<file path="src/rtl/jogador_automatico.sv">
// Automatic player for the memory game: records the LED sequence the game
// displays and replays it as timed button presses when a play is awaited.
module jogador_automatico #(
  parameter int PROFUNDIDADE = 16,
  parameter int GAP_CICLOS   = 4,
  parameter int HOLD_CICLOS  = 3
) (
  input  logic       clock,
  input  logic       reset,
  input  logic       habilita,
  input  logic [3:0] leds,
  input  logic       liga_led,
  input  logic       esperando_jogada,
  output logic [3:0] botoes,
  output logic       pressionando,
  output logic       concluido,
  output logic       overflow,
  output logic [3:0] db_estado
);

  localparam int AW   = $clog2(PROFUNDIDADE);
  localparam int CW   = AW + 1;
  localparam int MAXC = (GAP_CICLOS > HOLD_CICLOS) ? GAP_CICLOS : HOLD_CICLOS;
  localparam int TW   = $clog2(MAXC) + 1;

  localparam logic [TW-1:0] GAP_FIM  = TW'(GAP_CICLOS - 1);
  localparam logic [TW-1:0] HOLD_FIM = TW'(HOLD_CICLOS - 1);
  localparam logic [CW-1:0] CAP_MAX  = CW'(PROFUNDIDADE);

  typedef enum logic [3:0] {
    OCIOSO    = 4'd0,
    CAPTURA   = 4'd1,
    GAP       = 4'd2,
    PRESSIONA = 4'd3,
    SOLTA     = 4'd4,
    FIM       = 4'd5
  } estado_t;

  estado_t       estado, estado_prox;
  logic [CW-1:0] count, count_prox;
  logic [AW-1:0] rd, rd_prox;
  logic [TW-1:0] timer, timer_prox;
  logic          overflow_prox;
  logic          liga_led_d;
  logic          cap;
  logic          wr_en;
  logic [AW-1:0] wr_addr;
  logic [3:0]    mem [PROFUNDIDADE];

  // A capture is a rising edge of the display strobe showing a non-blank pattern.
  assign cap = liga_led & ~liga_led_d & (leds != 4'b0000);

  always_comb begin
    estado_prox   = estado;
    count_prox    = count;
    rd_prox       = rd;
    timer_prox    = timer;
    overflow_prox = overflow;
    wr_en         = 1'b0;
    wr_addr       = count[AW-1:0];

    if (!habilita) begin
      estado_prox = OCIOSO;
      timer_prox  = '0;
    end else begin
      case (estado)
        OCIOSO: begin
          if (cap) begin
            wr_en         = 1'b1;
            wr_addr       = '0;
            count_prox    = CW'(1);
            rd_prox       = '0;
            overflow_prox = 1'b0;
            estado_prox   = CAPTURA;
          end
        end
        CAPTURA: begin
          if (esperando_jogada) begin
            estado_prox = GAP;
            timer_prox  = '0;
          end else if (cap) begin
            if (count < CAP_MAX) begin
              wr_en      = 1'b1;
              count_prox = count + CW'(1);
            end else begin
              overflow_prox = 1'b1;
            end
          end
        end
        GAP: begin
          // Timer saturates so a stalled game resumes with a single-cycle wait.
          if (timer == GAP_FIM) begin
            if (esperando_jogada) begin
              estado_prox = PRESSIONA;
              timer_prox  = '0;
            end
          end else begin
            timer_prox = timer + TW'(1);
          end
        end
        PRESSIONA: begin
          if (timer == HOLD_FIM) begin
            estado_prox = SOLTA;
            timer_prox  = '0;
          end else begin
            timer_prox = timer + TW'(1);
          end
        end
        SOLTA: begin
          // rd only advances when more entries remain, so it never wraps.
          if (({1'b0, rd} + CW'(1)) == count) begin
            estado_prox = FIM;
          end else begin
            rd_prox     = rd + AW'(1);
            estado_prox = GAP;
            timer_prox  = '0;
          end
        end
        FIM: begin
          estado_prox = OCIOSO;
        end
        default: begin
          estado_prox = OCIOSO;
          timer_prox  = '0;
        end
      endcase
    end
  end

  always_ff @(posedge clock) begin
    if (reset) begin
      estado     <= OCIOSO;
      count      <= '0;
      rd         <= '0;
      timer      <= '0;
      overflow   <= 1'b0;
      liga_led_d <= 1'b0;
    end else begin
      estado     <= estado_prox;
      count      <= count_prox;
      rd         <= rd_prox;
      timer      <= timer_prox;
      overflow   <= overflow_prox;
      liga_led_d <= liga_led;
    end
  end

  always_ff @(posedge clock) begin
    if (wr_en && !reset) begin
      mem[wr_addr] <= leds;
    end
  end

  always_comb begin
    botoes = 4'b0000;
    if (estado == PRESSIONA) begin
      botoes = mem[rd];
    end
  end

  assign pressionando = (estado == PRESSIONA);
  assign concluido    = (estado == FIM);
  assign db_estado    = estado;

endmodule
</file>
<file path="config.mk">
export PLATFORM = sky130hd
export DESIGN_NAME = jogador_automatico
export DESIGN_NICKNAME = d
export VERILOG_FILES = /design/src/rtl/jogador_automatico.sv
export SDC_FILE = /design/constraint.sdc
export NUM_CORES = 1
export LEC_CHECK = 0
export CORE_ASPECT_RATIO = 1.4
export CORE_MARGIN = 1.5
export CORE_UTILIZATION = 59
export DETAILED_ROUTE_END_ITERATION = 8
export GPL_TIMING_DRIVEN = 0
export HOLD_SLACK_MARGIN = 0.02
export PLACE_DENSITY_LB_ADDON = 0.25
export SETUP_SLACK_MARGIN = 0.3
export SYNTH_ARGS = -nofsm -noshare
export SYNTH_HDL_FRONTEND = slang
export SYNTH_SLANG_ARGS = --single-unit
</file>
<file path="constraint.sdc">
create_clock -name clock -period 2.8 [get_ports clock]
set_input_delay 0.56 -clock clock [delete_from_list [all_inputs] [get_ports clock]]
set_output_delay 0.56 -clock clock [all_outputs]
set_load 0.02 [all_outputs]
</file>
==> impl_metrics.env <==
export IMPL_syn_area_um2=3742
export IMPL_cp_data_arrival_time_ps=2270
export IMPL_timing_final_max_slew_violations=0
export IMPL_ios=20
export IMPL_grt_max_degree=18
export IMPL_yosysMostFrequentCell="edfxtp_1"
export IMPL_insertion_delay_ps=350
export IMPL_hold_viol_final=0
export IMPL_combPwrFrac_pct=4.7
export IMPL_final_area_um2=4315
export IMPL_fin_ws_ps=-30.77
export IMPL_grt_pass1_wl_um=11720
export IMPL_power_density_nw_per_um2=532.2
export IMPL_cp_start_kind="register"
export IMPL_ys_ff_latch=85
export IMPL_core_um2=6168
export IMPL_worstSetupPathType="register to output pin"
export IMPL_final_nets=308
export IMPL_min_period_ps=2831
export IMPL_synth_edf_count=64
export IMPL_route_detailed_drc=0
export IMPL_drive_gt1_share_pct=25.42
export IMPL_dpl_hpwl_um=5196
export IMPL_fin_cells=371
export IMPL_slew_headroom_pct=65.17
export IMPL_rows=34
export IMPL_ys_flop_type="edfxtp_1"
export IMPL_dr_pass1_iters=4
export IMPL_critPathTopFamily="multiplexers"
export IMPL_async_flop_share_pct=0
export IMPL_cpMostUsedCell="mux4_2"
export IMPL_yosys_area_top_type="edfxtp_1"
export IMPL_initial_core_util_pct=60.67
export IMPL_cts_sinks=85
export IMPL_max_freq_ghz=0.3533
export IMPL_vias_per_cell=6.210
export IMPL_ant_nets=0
export IMPL_die_area_um2=6837
export IMPL_clkTransAtPathRegs_ps=90
export IMPL_dp_cells=353
export IMPL_grtUsageTotal_pct=23.31
export IMPL_setup_viol=3
export IMPL_whs_ps=486.0
export IMPL_yosys_top_cells_count="edfxtp_1 (64), nor2_1 (30), dfxtp_1 (21), mux4_2 (20), nor3_1 (10)"
export IMPL_synth_nets=277
export IMPL_path_buf_inv=3
export IMPL_fin_crit_sh_pct=101.1
export IMPL_ir_drop_v=0.0003269
export IMPL_required_ps=2240
export IMPL_yosysSeqAreaShare_pct=62.59
export IMPL_max_cap_violations=0
export IMPL_synth_avg_cell_area_um2=14.23
export IMPL_seqPwrFrac_pct=59.3
export IMPL_io_buffers=18
export IMPL_die_w_um=70.31
export IMPL_antenna_found_initial=0
export IMPL_ys_top_cells_by_area="edfxtp_1 (51%), mux4_2 (12%), dfxtp_1 (11%), nor2_1 (3.0%), ha_1 (1.7%)"
export IMPL_power_switching_uw=516.0
export IMPL_rsz0062_at_grt="yes"
export IMPL_path_max_fanout=5
export IMPL_path_cells="buf_6, buf_12, mux4_2, mux4_2, nor2b_1, buf_2"
export IMPL_wirelength_um=7380
export IMPL_setup_tns_ps=-42.44
export IMPL_synthCells=263
export IMPL_clk_path_buf_depth=2
export IMPL_vias=2304
export IMPL_hold_buffers=0
export IMPL_drt_iter0_markers=180
export IMPL_violations="negative setup slack"
export IMPL_slowest_stage="mux4_2"
export IMPL_die_y_um=97.24
export IMPL_worst_pin_slew_ps=518.2
export IMPL_endpoint_kind="output pin"
export IMPL_insertedDiodeCount=0
export IMPL_p_sw_share_pct=22.47
export IMPL_placed_cell_area_um2=4013
export IMPL_status="finished, violations left"
export IMPL_finalClockSkew_ps=10.25
export IMPL_cts_max_level=3
export IMPL_overflow=0
export IMPL_wl_per_cell_um=19.89
export IMPL_gp_congestion=0.8234
export IMPL_p_int_mw=1.781
export IMPL_synth_warnings=0
export IMPL_worstHoldPathType="register to register"
export IMPL_cpPeakStageDelay_ps=530
export IMPL_power_share_clock_pct=36.0
export IMPL_cts_made_buffers=9
export IMPL_leakagePower_nw=1.388
export IMPL_root_buffer="clkbuf_8"
export IMPL_area_growth_pct=15.31
export IMPL_cts_tree="built"
export IMPL_grt_pass1_vias=2313
export IMPL_ys_types=51
export IMPL_synth_top_cell_area_share_pct=51.35
layer usage:
layer  GRT usage (%)  share of wire, %  vias to the layer above
li1                -                 -                     1071
met5               0                 0                        -
met4           11.69               2.6                        0
met1           25.86                38                     1154
met2           42.31                56                       65
met3           3.734               4.2                       14
per-stage QoR:
step / power, mW / setup slack (ps) / util, %
3_5_place_dp: 1.495 / -593.1 / 65.05
3_3_place_gp: 1.491 / -525.4 / 65.05
5_1_grt: 2.371 / -97.47 / 69.96
2_1_floorplan: 1.447 / 353.3 / -
6_report: 2.297 / -30.77 / 69.96
4_1_cts: 2.307 / -29.49 / 69.35
layout make-up:
class,instances,area [µm²]
sequential,85,2345
timing repair buffer,20,181.4
multi-input combinational,155,1364
inverter,9,33.78
clock inverter,5,42.54
fill,417,1853
buffer,14,106.4
clock buffer,11,152.6
tap,72,90.09
logic make-up after synthesis:
logic type / synth area share, %
other cells: 0.1002
buf+inv: 2.775
compound gates: 6.754
fa+ha+maj: 1.672
simple gates: 12.40
mux: 12.30
xor+xnor: 1.404
flops: 62.59
worst paths after layout:
path	startpoint	endpoint	slack (ps)	cells after the start
worst max-delay path	register	botoes[2]	-30	6
worst min register to register	timer[1]$_SDFFE_PP0P_	timer[1]$_SDFFE_PP0P_	490	2
worst min-delay path	timer[1]$_SDFFE_PP0P_	timer[1]$_SDFFE_PP0P_	490	2
worst max register to register	rd[0]$_SDFFE_PP0N_	rd[2]$_SDFFE_PP0N_	540	6
worst register-to-register path, stage by stage, from the launching register on:
cell,delay (ps)
dfxtp_1,460
ha_1,330
a21boi_0,130
o31a_1,280
o211a_4,270
or4_1,470
a31oi_1,240
power groups by stage:
stage                     combinational (mW)  sequential (mW)  clock, mW
after global placement                 0.101             1.39          0
after detailed placement               0.104             1.39          0
after floorplan                       0.0546             1.39          0
after global routing                   0.118             1.36      0.890
after CTS                              0.105             1.36      0.841
final                                  0.108             1.36      0.827
flip-flops by register name, indices dropped and copies added, names as in the netlist, named ones only:
register and cells:
mem 64, count 5, rd 4, db_estado 3
timer 3, liga_led_d 1, overflow 1
cell usage in the layout (no fill, tap or decap), types with 5 or more instances in the layout:
master and count:
nand2_1 8, mux4_2 20, buf_4 5, o21ai_0 7, clkbuf_8 10, clkdlybuf4s50_1 8, dfxtp_1 19, nor2b_1 7
nor2_2 8, ha_1 5, inv_1 9, edfxtp_1 64, clkbuf_2 6, nand3_1 5, nand3b_1 5, nor2_1 20
nor3_1 10
repair_timing:
item	in CTS	in global routing
endpoints found under the setup margin	83	73
gates resized for setup	41	26
pin swaps	0	1
setup buffers	1	0
gates cloned	1	0
No activity file was read; power rests on OpenSTA's default activity.
